File: src/rtl/image_frame_ctrl.sv
// Frame-accurate capture gate between an image source and the downstream path.
// Optional frame geometry checker enabled by defining FRAME_GEOM_CHECK_EN.
module image_frame_ctrl #(
    parameter logic [11:0] ROW_NUM = 12'd256,
    parameter logic [11:0] COL_NUM = 12'd256,
    parameter int          FCNT_W  = 16
) (
    input  logic              im_pclk,
    input  logic              rst,
    input  logic              cmd_start,
    input  logic              cmd_stop,
    input  logic              cmd_mode,
    input  logic [FCNT_W-1:0] cmd_nframes,
    input  logic              in_vsync,
    input  logic              in_hsync,
    input  logic              in_valid,
    input  logic [7:0]        in_dout,
    output logic              out_vsync,
    output logic              out_hsync,
    output logic              out_valid,
    output logic [7:0]        out_dout,
    output logic              busy,
    output logic              frame_done,
    output logic [FCNT_W-1:0] frame_cnt,
    output logic              geom_err
);

    typedef enum logic [1:0] {
        IDLE    = 2'd0,
        ARM     = 2'd1,
        CAPTURE = 2'd2
    } state_t;

    state_t            state;
    logic              vsync_prev;
    logic              stop_pending;
    logic              mode_q;
    logic [FCNT_W-1:0] nframes_q;

    logic              frame_start;
    logic              frame_end;
    logic              start_ok;
    logic              forward;
    logic              last_frame;
    logic [FCNT_W-1:0] cnt_next;

    assign frame_start = vsync_prev & ~in_vsync;
    assign frame_end   = ~vsync_prev & in_vsync;
    assign start_ok    = cmd_start & ~(cmd_mode & (cmd_nframes == '0));
    assign cnt_next    = frame_cnt + FCNT_W'(1);
    assign last_frame  = stop_pending | cmd_stop | (mode_q & (cnt_next == nframes_q));

    // Forwarding begins on the frame-start cycle itself, so ARM passes that one cycle through
    assign forward = (state == CAPTURE) | ((state == ARM) & frame_start & ~cmd_stop);

    always_ff @(posedge im_pclk) begin
        if (rst) begin
            state        <= IDLE;
            vsync_prev   <= 1'b0;
            stop_pending <= 1'b0;
            mode_q       <= 1'b0;
            nframes_q    <= '0;
            out_vsync    <= 1'b1;
            out_hsync    <= 1'b1;
            out_valid    <= 1'b0;
            out_dout     <= 8'd0;
            busy         <= 1'b0;
            frame_done   <= 1'b0;
            frame_cnt    <= '0;
        end else begin
            vsync_prev <= in_vsync;
            frame_done <= 1'b0;

            if (forward) begin
                out_vsync <= in_vsync;
                out_hsync <= in_hsync;
                out_valid <= in_valid;
                out_dout  <= in_dout;
            end else begin
                out_vsync <= 1'b1;
                out_hsync <= 1'b1;
                out_valid <= 1'b0;
            end

            case (state)
                IDLE: begin
                    if (start_ok) begin
                        state        <= ARM;
                        busy         <= 1'b1;
                        mode_q       <= cmd_mode;
                        nframes_q    <= cmd_nframes;
                        frame_cnt    <= '0;
                        stop_pending <= 1'b0;
                    end
                end
                ARM: begin
                    if (cmd_stop) begin
                        state <= IDLE;
                        busy  <= 1'b0;
                    end else if (frame_start) begin
                        state <= CAPTURE;
                    end
                end
                CAPTURE: begin
                    if (cmd_stop) begin
                        stop_pending <= 1'b1;
                    end
                    if (frame_end) begin
                        frame_done <= 1'b1;
                        frame_cnt  <= cnt_next;
                        if (last_frame) begin
                            state <= IDLE;
                            busy  <= 1'b0;
                        end
                    end
                end
                default: begin
                    state <= IDLE;
                    busy  <= 1'b0;
                end
            endcase
        end
    end

`ifdef FRAME_GEOM_CHECK_EN
    logic        valid_prev;
    logic        line_err;
    logic [11:0] pix_cnt;
    logic [11:0] line_cnt;
    logic        valid_rise;
    logic        line_end_bad;

    assign valid_rise   = in_valid & ~valid_prev;
    assign line_end_bad = valid_prev & ~in_valid & (pix_cnt != COL_NUM);

    // Counts are pixels/lines seen so far; a line opening on the frame-start cycle still counts
    always_ff @(posedge im_pclk) begin
        if (rst) begin
            valid_prev <= 1'b0;
            line_err   <= 1'b0;
            pix_cnt    <= 12'd0;
            line_cnt   <= 12'd0;
            geom_err   <= 1'b0;
        end else begin
            valid_prev <= in_valid;
            geom_err   <= 1'b0;

            if (frame_start) begin
                pix_cnt  <= valid_rise ? 12'd1 : 12'd0;
                line_cnt <= valid_rise ? 12'd1 : 12'd0;
                line_err <= 1'b0;
            end else begin
                if (valid_rise) begin
                    pix_cnt <= 12'd1;
                    if (line_cnt != 12'hFFF) begin
                        line_cnt <= line_cnt + 12'd1;
                    end
                end else if (in_valid && pix_cnt != 12'hFFF) begin
                    pix_cnt <= pix_cnt + 12'd1;
                end
                if (line_end_bad) begin
                    line_err <= 1'b1;
                end
            end

            if (state == CAPTURE && frame_end) begin
                geom_err <= line_err | line_end_bad | (line_cnt != ROW_NUM);
            end
        end
    end
`else
    logic unused_geom_params;
    assign unused_geom_params = ^{ROW_NUM, COL_NUM};
    assign geom_err = 1'b0;
`endif

endmodule
File: config.mk
export PLATFORM = sky130hd
export DESIGN_NAME = image_frame_ctrl
export DESIGN_NICKNAME = d
export VERILOG_FILES = /design/src/rtl/image_frame_ctrl.sv
export SDC_FILE = /design/constraint.sdc
export NUM_CORES = 1
export LEC_CHECK = 0
export BUFFER_PORTS_ARGS = -buffer_cell sky130_fd_sc_hd__buf_2
export CAP_MARGIN = 25
export CORE_UTILIZATION = 28
export CTS_CLUSTER_SIZE = 25
export DETAILED_ROUTE_END_ITERATION = 6
export GPL_TIMING_DRIVEN = 0
export PLACE_DENSITY = 0.5
export SYNTH_ARGS = -nofsm -noshare
export SYNTH_HDL_FRONTEND = slang
export SYNTH_SLANG_ARGS = --single-unit
export TNS_END_PERCENT = 5
File: constraint.sdc
create_clock -name im_pclk -period 2.7 [get_ports im_pclk]
set_clock_uncertainty 0.15 [all_clocks]
set_input_delay 0.27 -clock im_pclk [delete_from_list [all_inputs] [get_ports im_pclk]]
set_output_delay 0.27 -clock im_pclk [all_outputs]
set_load 0.01 [all_outputs]
* After elaboration in Yosys (flattened, before gate mapping)
Cells that the tools add are included.
** Operators by class
- Add/subtract/negate cells :: 1
- Equality and inequality tests :: 9
- Multiplexer cells :: 18
- Bitwise logic cells :: 16
- Reduce and logical (&&, ||, !) cells :: 10
** Operators with widths (number)
- 2-to-1 mux 16 bit :: 2
- case mux 16 bit (2 select lines) :: 1
- adder 16 x 1 -> 16 bit, second input constant :: 1
- equality test 16 bit :: 1
- logical NOT 16 bit :: 1
- 2-to-1 mux 2 bit :: 5
- != test 2 bit, second input constant :: 5
- AND reduction 4 bit :: 2
- bitwise AND 1 bit :: 7
- 2-to-1 mux 1 bit :: 7
- inverter 1 bit :: 6
- case mux 2 bit (3 select lines) :: 1
- AND reduction 3 bit :: 2
- OR reduction 2 bit :: 2
- != test 3 bit, second input constant :: 1
- OR 1 bit :: 3
- case mux 1 bit (3 select lines) :: 1
- equality test 2 x 1 -> 1 bit, second input constant :: 1
- equality test 2 bit, second input constant :: 1
- logical NOT 2 bit :: 1
- case mux 1 bit (2 select lines) :: 1
- AND reduction 2 bit :: 1
- nonzero test 2 bit :: 1
** Word-level totals
- Register bits after elaboration :: 50
- Input port bits :: 32
- Output and inout bits :: 30

* Logic depth before layout (Yosys ltp)
Gate-level depths: netlist of run 1.
- Depth in word-level cells :: 7
- Depth in mapped cells :: 9

* Worst setup path before layout of run 1
Ideal clock, no wire load.
- Path kind :: reg-to-reg
- Start point :: register frame_cnt[0]
- End point :: register state[1]
- Setup time :: 0.127 ns
- Data arrival time :: 1.801 ns
- Required time :: 2.423 ns
- Setup slack :: 0.622 ns
- Stages on the path, launching flop included :: 9
- Period minus slack after synthesis :: 2.078 ns
- Cells stage by stage :: dfxtp_1 -> ha_1 -> nand3_2 -> nor4_2 -> xnor2_1 -> o22a_1 -> nand4_1 -> o21ai_1 -> o21ai_1
** On the way
- Word-level cells in the longest chain between the ends :: 6
** RTL lines
- from (decl) :: RTL line 24 : output logic [FCNT_W-1:0] frame_cnt,
- from (signal assigned) :: RTL line 110 : frame_cnt <= cnt_next;
- adder 16 x 1 -> 16 bit :: RTL line 50 : assign cnt_next = frame_cnt + FCNT_W'(1);
- equality test 16 bit :: RTL line 51 : assign last_frame = stop_pending | cmd_stop | (mode_q & (cnt_next == nframes_q));
- bitwise AND 1 bit :: RTL line 51
- OR 1 bit :: RTL line 51
- != test 2 bit (no source line)
- AND reduction 4 bit (no source line)
- to (signal assigned) :: RTL line 58 : state <= IDLE;
- to (signal assigned) :: RTL line 88 : state <= ARM;
- to (signal assigned) :: RTL line 98 : state <= IDLE;
- to (decl) :: RTL line 34 : state_t state;
Every way passes these cells.
A chain may end at the register's enable or synchronous reset.

* Final worst setup path of run 1
- Start point :: register frame_cnt[1]
- End point :: register state[1]
Same word-level chain as after synthesis.

==> results.cfg, run 1 <==
[status]
outcome = finished, final reports clean

[final_layout]
area_delta_synth_final_pct = 21.91
diodes = 0
num-nets-final = 399
instances_no_fill = 475
fin_util_pct = 35.79
final_cell_mix = 66 x buf_2, 50 x nor2_1, 49 x dfxtp_1
drive_gt1_share_pct = 28.07
stdcell_area_um2 = 3182
fillers = 940
final_common_cell = buf_2

[global_route]
grt_pass1_vias = 2296
grt_pass1_wl_mm = 11.89
grt_max_degree = 17
antenna_found_initial = 0
gr-total-overflow = 0
grt_use_total_pct = 15.62

[clock_tree]
clk_pin_slew_ns = 0.10
cts_tree = done
root_buffer = clkbuf_8
cts.htree.levels = 2
clk_latency_ns = 0.32
tritoncts.num_buffers = 5
post_cts_buffers = 0
clockBufferDepth = 2
cts_sinks = 50

[timing]
timing.hold.ws_ns = 0.02688
fin_crit_sh_pct = 92.10
rsz0062_at_grt = false
worst-slew-pin-transition_ns = 0.7281
relSlewSlack_pct = 51.46
finalSetupViolations = 0
setup_slack_ns = 0.2133
fmax_mhz = 402.1
finalCriticalPeriod_ns = 2.487
hold_viol = 0
finalSetupTns_ns = 0
slew_viol_final = 0

[yosys]
synth_nets = 331
netlist_area_um2 = 2610
synthArstFlopShare_pct = 0
syn_inst = 298
synth_cell_types = 52
synthFlopType = dfxtp_1
yosys.area.top_type_share_pct = 38.35
syn_avg_cell_area_um2 = 8.758
synth_edf_count = 0
ys_seq_area_share_pct = 38.35
synth_largest_area_cell = dfxtp_1
yosys-top-cells-area = dfxtp_1 38%, mux2i_1 9.6%, nor2_1 7.3%
synth_warnings = 0
synth_seq_cells = 50

[power_and_ir_drop]
p_per_area_nw_per_um2 = 475.2
leakage_nw = 1.336
ir_worst_vdd_mv = 0.2017
finalPower_mw = 1.512

[routing]
dr_total_vias = 2361
drt-pass1-iter-count = 6
maxUsedRoutingLayer = met4
wl_per_cell_um = 15.10
wl_met1_mm = 3.424
drt_iter0_drc = 111
drc_errors = 0
viasPerCell = 4.971
wl_met2_mm = 3.143
drt.antenna.violating_nets = 0
routed_wl_mm = 7.172
wl_met3_um = 520

[flow_run]
maxCapViolCount = 0

[place]
dp_hpwl_mm = 5.336
post_dp_cell_area_um2 = 3045
portBuffers = 60
gp_congestion = 0.8505
placed_cells = 466
post-place-ws_ns = 0.1354

[floorplanning]
die_w_um = 98.55
pin_count = 62
start_util_pct = 29.36
dieArea_um2 = 9711
die_h_um = 98.55
num_rows = 34
core_area_um2 = 8891

[critical_path]
worstPathArrival_ns = 2.52
cp.required_ns = 2.73
crit_fanout = 6
endpoint_kind = flip-flop
start_kind = flip-flop
worstSetupPathType = reg -> reg

[worst_hold_path]
hp-class = in -> reg
==> path summary, 6_finish.rpt <==
path	from	to	slack [ns]	cells past startpoint
worst min-delay path	in_vsync	out_vsync	0.03	2
worst min register to register	busy	busy	0.33	2
worst max register to register	frame_cnt[1]	state[1]	0.21	8
worst max-delay path	frame_cnt[1]	state[1]	0.21	8
==> cells in the mapped netlist (3+ instances only) <==
library cell and n:
clkbuf_1 7, nor3_1 4, mux2i_1 25, nor4_1 3, nor2_1 51, nand3b_1 3
dfxtp_1 50, nand2b_1 4, nand2_1 11, buf_2 6, or3_1 6, a21oi_2 7
nand3_1 6, xnor2_1 16, xor2_1 6, buf_4 3, and2_1 3, nand4_1 9
o21ai_2 5, or4_1 3, a21oi_1 16, nor2b_1 4, and3_1 3, o21ai_1 10
==> registers in the layout, summed over array words and instances (netlist names) <==
name and count:
busy 1, frame_cnt 16, frame_done 1, mode_q 1, nframes_q 16, out_dout 8, out_hsync 1, out_valid 1
out_vsync 1, state 2, stop_pending 1, vsync_prev 1
==> layer usage <==
metal  vias to the layer above  GRT usage [%]
met5                         -              0
met4                         0          3.789
met3                         7          4.397
met2                        69          24.65
met1                      1095          21.08
li1                       1190              -
==> timing repair <==
action                                  4_1_cts  5_1_grt
endpoints found under the setup margin        0        2
gates resized for setup                       0        3
hold buffers                                  1        0
endpoints found under the hold margin         1        0
==> power by group <==
group	leakage (nW)	internal (mW)	total (mW)	switching [mW]
Combinational	0.879	0.0827	0.171	0.0883
Clock	0.0504	0.276	0.560	0.284
Sequential	0.407	0.761	0.780	0.0193
Total	1.34	1.12	1.51	0.392
==> layout make-up <==
cell class	instances	area (µm²)	area share (%)
tap	108	135.1	4.247
sequential	50	1002	31.50
multi-input combinational	229	1511	47.50
inverter	1	3.754	0.1180
clock inverter	3	45.04	1.416
clock buffer	5	68.82	2.163
buffer	18	105.1	3.303
timing repair buffer	61	310.3	9.752
==> logic make-up after synthesis <==
| group | Yosys count | synth area share [%] |
|---|---|---|
| AOI/OAI and AO/OA | 53 | 13.28 |
| DFF | 50 | 38.35 |
| and+or+nand+nor | 127 | 26.61 |
| buffers and inverters | 19 | 4.170 |
| adders and majority gates | 1 | 0.4793 |
| other | 1 | 0.1437 |
| muxes | 25 | 9.588 |
| xor gates and xnor gates | 22 | 7.382 |
==> critical path, stage by stage, from the launching register on <==
cell and delay [ns]:
dfxtp_1 0.45, ha_1 0.31, nand3_2 0.22, nor4_4 0.35, xnor2_1 0.17, o22a_1 0.18
nand4_1 0.12, o21ai_1 0.29, o21ai_1 0.11
(Power assumes the default switching activity.)
==> run 2, diff against run 1 <==
Settings changed: ABC_AREA set to 1, PLACE_DENSITY 0.5 to 0.52.
Clock period 2.7 ns to 2.15 ns, I/O delays scaled along.
==> results.cfg, run 2 <==
[status]
outcome = finished, final reports clean

[final_layout]
stdcell_area_um2 = 3388
drive_gt1_share_pct = 22.47
final_cell_mix = 77 x nand2_1, 59 x buf_2, 54 x nor2_1
top_regs = frame_cnt x16, nframes_q x16, out_dout x8
fin_util_pct = 36.84
num-nets-final = 517
seqCellArea_um2 = 1018
area_delta_synth_final_pct = 28.22
fillers = 1017
final_common_cell = nand2_1
diodes = 0
multi_input_area_um2 = 1490

[yosys]
synth_seq_cells = 50
yosys-top-cells-area = dfxtp_1 38%, nand2_1 12%, nand3_1 9.7%
synthArstFlopShare_pct = 0
synthTopCellsByCount = 81 x nand2_1, 58 x nor2_1, 51 x nand3_1
syn_inst = 411
yosysMostFrequentCell = nand2_1
synth_largest_area_cell = dfxtp_1
netlist_area_um2 = 2643
syn_avg_cell_area_um2 = 6.430
synthFlopType = dfxtp_1
ys_seq_area_share_pct = 37.88
synth_edf_count = 0
synth_cell_types = 25
yosys.area.top_type_share_pct = 37.88
synth_warnings = 0
synth_nets = 444

[timing]
finalSetupViolations = 0
fin_crit_sh_pct = 98.94
fmax_mhz = 470.1
rsz0062_at_grt = true
slew_viol_final = 0
relSlewSlack_pct = 58.89
hold_viol = 0
worst-slew-pin-transition_ns = 0.6166
finalCriticalPeriod_ns = 2.127

[clock_tree]
cts_tree = done
clk_pin_slew_ns = 0.10
clockBufferDepth = 2
cts_sinks = 50
tritoncts.num_buffers = 5
root_buffer = clkbuf_8
cts.htree.levels = 2
clk_latency_ns = 0.31

[routing]
drt-pass1-iter-count = 5
wl_per_cell_um = 13.53
dr_total_vias = 2898
routed_wl_mm = 8.062
drc_errors = 0
drt_iter0_drc = 182
viasPerCell = 4.862
drt.antenna.violating_nets = 0

[global_route]
grt_pass1_wl_mm = 12.94
grt_use_total_pct = 16.55
gr-total-overflow = 0
grt_max_degree = 16
antenna_found_initial = 0
grt_pass1_vias = 2700

[critical_path]
critPathTopFamily = simple AND/OR/NAND/NOR gates
endpoint_kind = flip-flop
worstPathArrival_ns = 2.18
slowest_stage = dfxtp_2
crit_fanout = 7
start_kind = flip-flop
cp.required_ns = 2.21
cp_num_buf_inv = 0
worstSetupPathType = reg -> reg
cpPeakStageDelay_ns = 0.42
path_cells = nand3_1, nor2_1, nand3_1, nand2_1, nand3_1, nand2_1, nand2_1, nor2_1, nand3_2, nand2_4, nand3_2, nand2_1, nor2_1
crit_top_cell = nand2_1

[floorplanning]
dieArea_um2 = 9830
start_util_pct = 28.73
die_w_um = 99.15
pin_count = 62
num_rows = 35
die_h_um = 99.15
core_area_um2 = 9196

[power_and_ir_drop]
p_per_area_nw_per_um2 = 797.3
ir_worst_vdd_mv = 0.3234
leakage_nw = 1.478

[place]
post_dp_cell_area_um2 = 3077
dp_hpwl_mm = 6.073
gp_congestion = 0.8311
portBuffers = 59

[worst_hold_path]
hp-class = in -> reg

[flow_run]
maxCapViolCount = 0
==> run 2: worst paths after layout <==
check               start           to  slack (ns)  depth (start not counted)
min reg2reg        mode_q       mode_q        0.31                          2
min            in_dout[5]  out_dout[5]        0.01                          3
max          frame_cnt[2]         busy        0.02                         13
max reg2reg  frame_cnt[2]         busy        0.02                         13
==> run 2: through the flow <==
step	instances	hold WS, ns	power, mW	setup TNS, ns	setup WS [ns]
3_5_place_dp	581	0.2578	1.842	-3.088	-0.2432
2_1_floorplan	411	0.1715	1.595	0	0.1565
6_report	596	0.009644	2.701	0	0.02289
5_1_grt	596	0.007332	2.881	-0.1376	-0.07742
3_3_place_gp	581	0.2508	1.833	-3.320	-0.2594
4_1_cts	595	0.004329	2.692	-0.05056	-0.03755
==> run 2: cell type report <==
type                       instances  area share [%]
sequential                        50           30.06
inverter                          47           5.207
clock inverter                     2           1.773
buffer                            13           1.736
multi-input combinational        301           43.98
timing repair buffer              66           10.71
clock buffer                       6           2.437
tap                              111           4.099
==> run 2: cells by family (layout without fill, tap and decap cells) <==
kind of cell / after synthesis / count (layout) / synth area share (%)
adder cells (fa/ha/maj): 1 / 1 / 0.4734
AO/OA/AOI/OAI: 85 / 85 / 16.62
XOR/XNOR: 3 / 3 / 1.515
buffers and inverters: 60 / 134 / 8.807
flip-flops: 50 / 50 / 37.88
other: 1 / 1 / 0.1419
AND/OR/NAND/NOR: 211 / 211 / 34.56
==> run 2: where the power goes <==
part / switching, mW / total (mW) / internal (mW)
registers: 0.109 / 1.16 / 1.05
logic: 0.443 / 0.705 / 0.262
clock network: 0.338 / 0.835 / 0.497
total: 0.890 / 2.70 / 1.81
==> run 2: timing repair <==
item | 4_1_cts | 5_1_grt
hold buffers | 3 | 0
setup buffers | 3 | 1
endpoints found under the setup margin | 16 | 25
pin swaps | 2 | 9
gates resized for setup | 9 | 28
hold endpoints to repair | 3 | 0
==> run 2: layer usage <==
layer  GRT usage, %  part of all wire [%]  up-vias
li1               -                     -     1485
met1          21.67                    47     1320
met2          28.40                    47       89
met3          2.881                   4.9        4
met4          3.959                  0.68        0
met5              0                     0        -
==> run 2: tightest hold or removal path: stages <==
cell,delay [ns]
buf_2,0.07
o21ai_0,0.07
nor2_1,0.07
